`src/rtl/alu_pipe.sv`:
```
// alu_pipe: handshaked, registered ALU.
//
// Opcodes 0-7 keep the encodings of the original combinational ALU.
// Opcodes 8-10 are shifts, and opcode 11 is an iterative unsigned multiply
// that returns the low WIDTH bits. Opcodes 12-15 return out=0 with
// illegal_op=1.
//
// Optional feature macro: ALU_PIPE_MUL_EN
//   defined   : opcode 11 runs a WIDTH-step shift-add multiply (MUL state).
//   undefined : no multiply hardware is built; opcode 11 behaves as an
//               undefined opcode and takes one cycle.
//
// Handshake: a transfer happens on a rising edge where valid && ready are
// both high on that side. in_ready is a pure function of registered state
// and out_ready. While out_valid && !out_ready, out/flags/illegal_op hold.
//
// Ports:
//   clk, rst_n           clock (rising edge), async active-low reset
//   in_valid / in_ready  request handshake
//   ALU_control          4-bit opcode
//   in_A, in_B           operands (WIDTH bits)
//   out_valid/out_ready  result handshake
//   out                  registered result (WIDTH bits)
//   flags                {negative, zero, carry, overflow}
//   illegal_op           result came from an undefined opcode
module alu_pipe #(
  parameter int WIDTH = 32,
  parameter int SHW   = $clog2(WIDTH)
) (
  input  logic             clk,
  input  logic             rst_n,
  input  logic             in_valid,
  output logic             in_ready,
  input  logic [3:0]       ALU_control,
  input  logic [WIDTH-1:0] in_A,
  input  logic [WIDTH-1:0] in_B,
  output logic             out_valid,
  input  logic             out_ready,
  output logic [WIDTH-1:0] out,
  output logic [3:0]       flags,
  output logic             illegal_op
);

  localparam logic [WIDTH-1:0] ONE = {{(WIDTH-1){1'b0}}, 1'b1};

  logic             accept;
  logic             is_mul;
  logic             out_free;

  // Single-cycle datapath results.
  logic [WIDTH-1:0] alu_res;
  logic             alu_c;
  logic             alu_v;
  logic             alu_ill;

  // Shared add/subtract unit for ops 4-7.
  logic [WIDTH-1:0] arith_b;
  logic             arith_sub;
  logic [WIDTH:0]   arith_ext;
  logic [WIDTH-1:0] arith_res;
  logic             arith_v;
  logic [SHW-1:0]   sh;

  assign out_free = !out_valid || out_ready;
  assign accept   = in_valid && in_ready;
  assign sh       = in_B[SHW-1:0];

`ifdef ALU_PIPE_MUL_EN
  typedef enum logic [0:0] {IDLE = 1'b0, MUL = 1'b1} state_t;

  state_t           state;
  state_t           state_next;
  logic [SHW-1:0]   cnt;
  logic [WIDTH-1:0] acc;
  logic [WIDTH-1:0] mcand;
  logic [WIDTH-1:0] mplier;
  logic [WIDTH-1:0] acc_next;
  logic             mul_last;

  assign is_mul   = (ALU_control == 4'd11);
  assign in_ready = (state == IDLE) && out_free;
  assign acc_next = acc + (mplier[0] ? mcand : '0);
  assign mul_last = (cnt == SHW'(WIDTH - 1));

  always_ff @(posedge clk or negedge rst_n) begin
    if (!rst_n) begin
      state <= IDLE;
    end else begin
      state <= state_next;
    end
  end

  always_comb begin
    state_next = state;
    case (state)
      IDLE: if (accept && is_mul) state_next = MUL;
      MUL:  if (mul_last)         state_next = IDLE;
      default: state_next = IDLE;
    endcase
  end

  // Multiplier datapath: cnt counts completed steps, so the step taken
  // while cnt == WIDTH-1 is the last one and also loads the result.
  always_ff @(posedge clk or negedge rst_n) begin
    if (!rst_n) begin
      cnt    <= '0;
      acc    <= '0;
      mcand  <= '0;
      mplier <= '0;
    end else if (state == IDLE) begin
      if (accept && is_mul) begin
        cnt    <= '0;
        acc    <= '0;
        mcand  <= in_A;
        mplier <= in_B;
      end
    end else begin
      cnt    <= cnt + SHW'(1);
      acc    <= acc_next;
      mcand  <= mcand << 1;
      mplier <= mplier >> 1;
    end
  end
`else
  assign is_mul   = 1'b0;
  assign in_ready = out_free;
`endif

  // Ops 4 and 7 reuse the adder with a constant 1 operand.
  always_comb begin
    arith_b   = in_B;
    arith_sub = 1'b0;
    case (ALU_control)
      4'd4:    begin arith_b = ONE;  arith_sub = 1'b1; end
      4'd6:    begin arith_b = in_B; arith_sub = 1'b1; end
      4'd7:    begin arith_b = ONE;  arith_sub = 1'b0; end
      default: begin arith_b = in_B; arith_sub = 1'b0; end
    endcase
  end

  // The extra top bit is carry-out for add and borrow for subtract.
  assign arith_ext = arith_sub ? ({1'b0, in_A} - {1'b0, arith_b})
                               : ({1'b0, in_A} + {1'b0, arith_b});
  assign arith_res = arith_ext[WIDTH-1:0];
  assign arith_v   = arith_sub
      ? ((in_A[WIDTH-1] != arith_b[WIDTH-1]) && (arith_res[WIDTH-1] != in_A[WIDTH-1]))
      : ((in_A[WIDTH-1] == arith_b[WIDTH-1]) && (arith_res[WIDTH-1] != in_A[WIDTH-1]));

  always_comb begin
    alu_res = '0;
    alu_c   = 1'b0;
    alu_v   = 1'b0;
    alu_ill = 1'b0;
    case (ALU_control)
      4'd0:  alu_res = ~in_A;
      4'd1:  alu_res = in_A & in_B;
      4'd2:  alu_res = in_A ^ in_B;
      4'd3:  alu_res = in_A | in_B;
      4'd4, 4'd5, 4'd6, 4'd7: begin
        alu_res = arith_res;
        alu_c   = arith_ext[WIDTH];
        alu_v   = arith_v;
      end
      4'd8:  alu_res = in_A << sh;
      4'd9:  alu_res = in_A >> sh;
      4'd10: alu_res = $unsigned($signed(in_A) >>> sh);
`ifdef ALU_PIPE_MUL_EN
      // Result comes from the MUL state, not from this path.
      4'd11: alu_res = '0;
`endif
      default: begin
        alu_res = '0;
        alu_ill = 1'b1;
      end
    endcase
  end

  // Output register. A consumed result drops out_valid unless a new
  // single-cycle result is loaded on the same edge.
  always_ff @(posedge clk or negedge rst_n) begin
    if (!rst_n) begin
      out        <= '0;
      flags      <= 4'b0000;
      illegal_op <= 1'b0;
      out_valid  <= 1'b0;
    end else begin
      if (out_valid && out_ready) out_valid <= 1'b0;
      if (accept && !is_mul) begin
        out        <= alu_res;
        flags      <= {alu_res[WIDTH-1], (alu_res == '0), alu_c, alu_v};
        illegal_op <= alu_ill;
        out_valid  <= 1'b1;
      end
`ifdef ALU_PIPE_MUL_EN
      if (state == MUL && mul_last) begin
        out        <= acc_next;
        flags      <= {acc_next[WIDTH-1], (acc_next == '0), 2'b00};
        illegal_op <= 1'b0;
        out_valid  <= 1'b1;
      end
`endif
    end
  end

endmodule
```
`config.mk`:
```
export PLATFORM = sky130hd
export DESIGN_NAME = alu_pipe
export DESIGN_NICKNAME = d
export VERILOG_FILES = /design/src/rtl/alu_pipe.sv
export SDC_FILE = /design/constraint.sdc
export NUM_CORES = 1
export LEC_CHECK = 0
export CAP_MARGIN = 15
export CORE_ASPECT_RATIO = 1.75
export CORE_MARGIN = 2
export CORE_UTILIZATION = 50
export CTS_BUF_LIST = sky130_fd_sc_hd__clkbuf_4
export DETAILED_ROUTE_END_ITERATION = 16
export PLACE_DENSITY = 0.72
export SLEW_MARGIN = 20
export SYNTH_ARGS = -nofsm -noshare
export SYNTH_HDL_FRONTEND = slang
export SYNTH_SLANG_ARGS = --single-unit
export TNS_END_PERCENT = 1
```
`constraint.sdc`:
```
create_clock -name clk -period 2.8 [get_ports clk]
set_clock_uncertainty 0.15 [all_clocks]
set_input_delay 0.56 -clock clk [delete_from_list [all_inputs] [get_ports clk]]
set_output_delay 0.56 -clock clk [all_outputs]
set_load 0.01 [all_outputs]
```
==> summary.md <==
| Metric | Value |
|---|---|
| Result of the run | finished, violations left |
| Failing checks | negative setup slack |
| Seq/Total Area, Yosys | 9.01% |
| RSZ-0062 raised after global routing | yes |
| Vias | about 16000 |
| Post-DRT Antenna Nets | 0 |
| # IOs | 111 |
| CTS H-tree lvls | 2 |
| Clock Tree Buf Depth | 2 |
| Syn Inst Count | 1447 |
| Slew margin rel. | 28.9% |
| Synth Flop Type | dfrtp_1 |
| Final Hold Viols | 0 |
| CTS tree | built |
| Die Area | 21800 sq um |
| Post-synth EDFFs | 0 |
| Post-route clock period utilization | 193% |
| CTS Root Cell | clkbuf_4 |
| DRT Pass-1 Iters | 8 |
| Pins Over Slew Limit | 0 |
| # clock sinks | 37 |
| Port bufs | 110 |
| Worst Hold Class | in -> async |
| Routed wire length | 60900 um |
| Minimum clock period | 5.42 ns |
| Main combinational cell family by area after synthesis | compound AO/OA/AOI/OAI gates |
| Chip Width | 112 um |
| Synth Area in Adders | 12.0% |
| Yosys cell types | between 80 and 90 |
| Syn Nets | 1617 |
| Flip-flop and latch count after synthesis | 37 |
| Leading cell type in the layout, fill and taps excluded | buf_4 |
| Max Cap Violations | 0 |
| Routed wire length per instance | around 27 um |
| Peak supply drop | around 380 uV |
| Routability cong. | 1.18 |
| Yosys warns | 0 |
| Critical Path Source Type | input pin |
| Cts bufs inserted | 5 |
| Vert. Die Dim | 194 um |
| Leak pwr | 7.41 nW |
| WHS | 0.125 ns |
| Global-route wire length before repair | 89300 um |
| Layout Cell Area excl Fill | around 16000 sq um |
| First DRT Iteration DRCs | 2197 |
| Average size of a mapped cell | 7.10 sq um |
| Most frequent cells in the layout | 524 x buf_4, 206 x nand2_1, 130 x nor2_1, 101 x a21oi_1, 97 x clkdlybuf4s50_1 |
| Critical path peak fanout | 5 |
| Pwr/cell area | between 300 and 400 nW/um^2 |
| Area growth syn-to-layout | 56.1% |
| Post-Synth Simple-Gate Area | 22.5% |
| Num rows | 69 |
| Share of cells above drive strength 1 | 36.4% |
| Synth Area in Compound Gates | 30.8% |
| Clock insertion delay at the later pin of the skew report | approximately 0.37 ns |
| Final setup violation count | 35 |
| Worst EP arrival | roughly 5.5 ns |
| Congestion Overflow GR | 0 |
| # nets final | about 2200 |
| Total global-route track usage | 53.3% |
| Worst Tran Pin Value | 1.06 ns |
| Clock transition at path regs | 0.13 ns |
| Setup TNS | -64.03 ns |
| Cell Area, Placed | 15100 sq um |
| Residual DRC count | 0 |
| Share of flip-flops with an asynchronous set or reset | 100% |
| Post-synthesis xor/xnor area fraction | roughly 2.6% |
| Crit path capture type | flip-flop |
| Mux cell area share after synthesis | ~16% |
| F_max | 185 MHz |
| Dpl hpwl | roughly 46000 um |
| Final worst-path setup slack | -2.62 ns |
| Antenna violations before repair | 2 |
| Total power | 0.00494 W |
| Mapped Area | between 10000 and 15000 sq um |
| Drt via density | 6.94 |
| Starting Density | 50.9% |
| Core Box Area | 20200 sq um |
| R2R Setup Slk | -0.03 ns |
| WS Path Type | in -> reg |
| Crit path required time | 2.93 ns |
| Vias in the first global route | 15250 |
| Largest net degree at the start of global routing | 67 |
[repair_timing]
action | 4_1_cts | 5_1_grt
resized for setup | 127 | 39
endpoints found under the setup margin | 35 | 35
hold buffers | 0 | 0
endpoints found under the hold margin | 0 | 0
pin swaps | 56 | 39
buffers inserted | 20 | 8
[cell families (layout without fill, tap and decap cells)]
family,after synthesis,count (layout)
fa+ha+maj,98,98
mux,108,108
other cells,0,2
compound gates,478,478
xor+xnor,31,31
buf+inv,184,734
flops,37,37
simple gates,511,511
[worst max-delay path: stages]
cell      delay (ns)
buf_6           0.10
or4_4           0.56
nor3_4          0.36
nand4_1         0.21
nor2_2          0.15
o21a_1          0.18
buf_4           0.12
a21bo_4         0.23
nand2_4         0.08
nor2_4          0.06
a21oi_2         0.15
ha_4            0.24
a21o_1          0.19
a21oi_1         0.18
o21ai_0         0.16
xnor2_1         0.25
buf_4           0.17
o211ai_1        0.15
nor4_4          0.36
buf_4           0.17
nand4_1         0.12
nor4_4          0.30
nand4_1         0.17
o41ai_2         0.33
[where the power goes]
part           total (W)  internal [W]  switching, W
clock network   0.000302     0.0000992      0.000203
registers       0.000678      0.000625     0.0000529
logic            0.00396       0.00185       0.00211
[sequential cells by signal, indices dropped and copies added (netlist names)]
name        cells
out            32
flags           3
illegal_op      1
out_valid       1
[layer usage]
layer	wire length, um	global-route usage (%)	up-vias
li1	-	-	6536
met1	18300	53.8	7056
met2	26700	82.9	1402
met3	7010	15.5	594
met4	8820	57.3	0
met5	0	0	-
[metrics by stage]
stage / cells / setup slack [ns] / util (%)
floorplan: 1447 / -2.52 / -
global placement: 2209 / -3.16 / 74.7
detailed placement: 2209 / -3.29 / 74.7
CTS: 2237 / -2.25 / 78.1
global route: 2247 / -2.78 / 79.4
finish: 2247 / -2.62 / 79.4
[synthesized netlist by cell type (11+ instances only)]
library cell  instances  area [sq um]
nand3_1              36           180
o21ai_0              98           490
xnor2_1              17           149
dfrtp_1              37           926
nand4_1              20           125
buf_2                21           105
a21o_1               15           113
xor2_1               14           123
ha_1                 97          1210
mux4_2               38           856
nor4_1               12          75.1
nor2_1              139           522
inv_1                76           285
a211oi_1             43           323
a21oi_1             114           571
nand2b_1             11          68.8
mux2_2               15           169
o22ai_1              20           125
a22oi_1              14           105
buf_1                14          52.6
nand2_1             209           785
a31oi_1              21           131
nor3_1               25           125
clkbuf_1             61           229
mux2i_1              49           490
o211ai_1             34           255
[path summary, 6_finish.rpt]
kind | cells past startpoint | endpoint | from
setup / recovery | 24 | flags[2] | in_B[3]
hold / removal | 1 | out[18] | rst_n
setup reg to reg | 9 | flags[2] | out_valid
hold reg to reg | 2 | out[22] | out[22]
max in group asynchronous | 1 | flags[1] | rst_n
min in group clk | 2 | out[22] | out[22]
[cell type report]
type / count / area (sq um)
sequential: 37 / 926
antenna: 2 / 5.00
tap: 248 / 310
fill: 1407 / 4160
timing repair buffer: 647 / 5210
multi-input combinational: 1226 / 9230
clock inverter: 3 / 21.3
inverter: 79 / 297
clock buffer: 5 / 37.5
No activity file was read; power rests on OpenSTA's default activity.
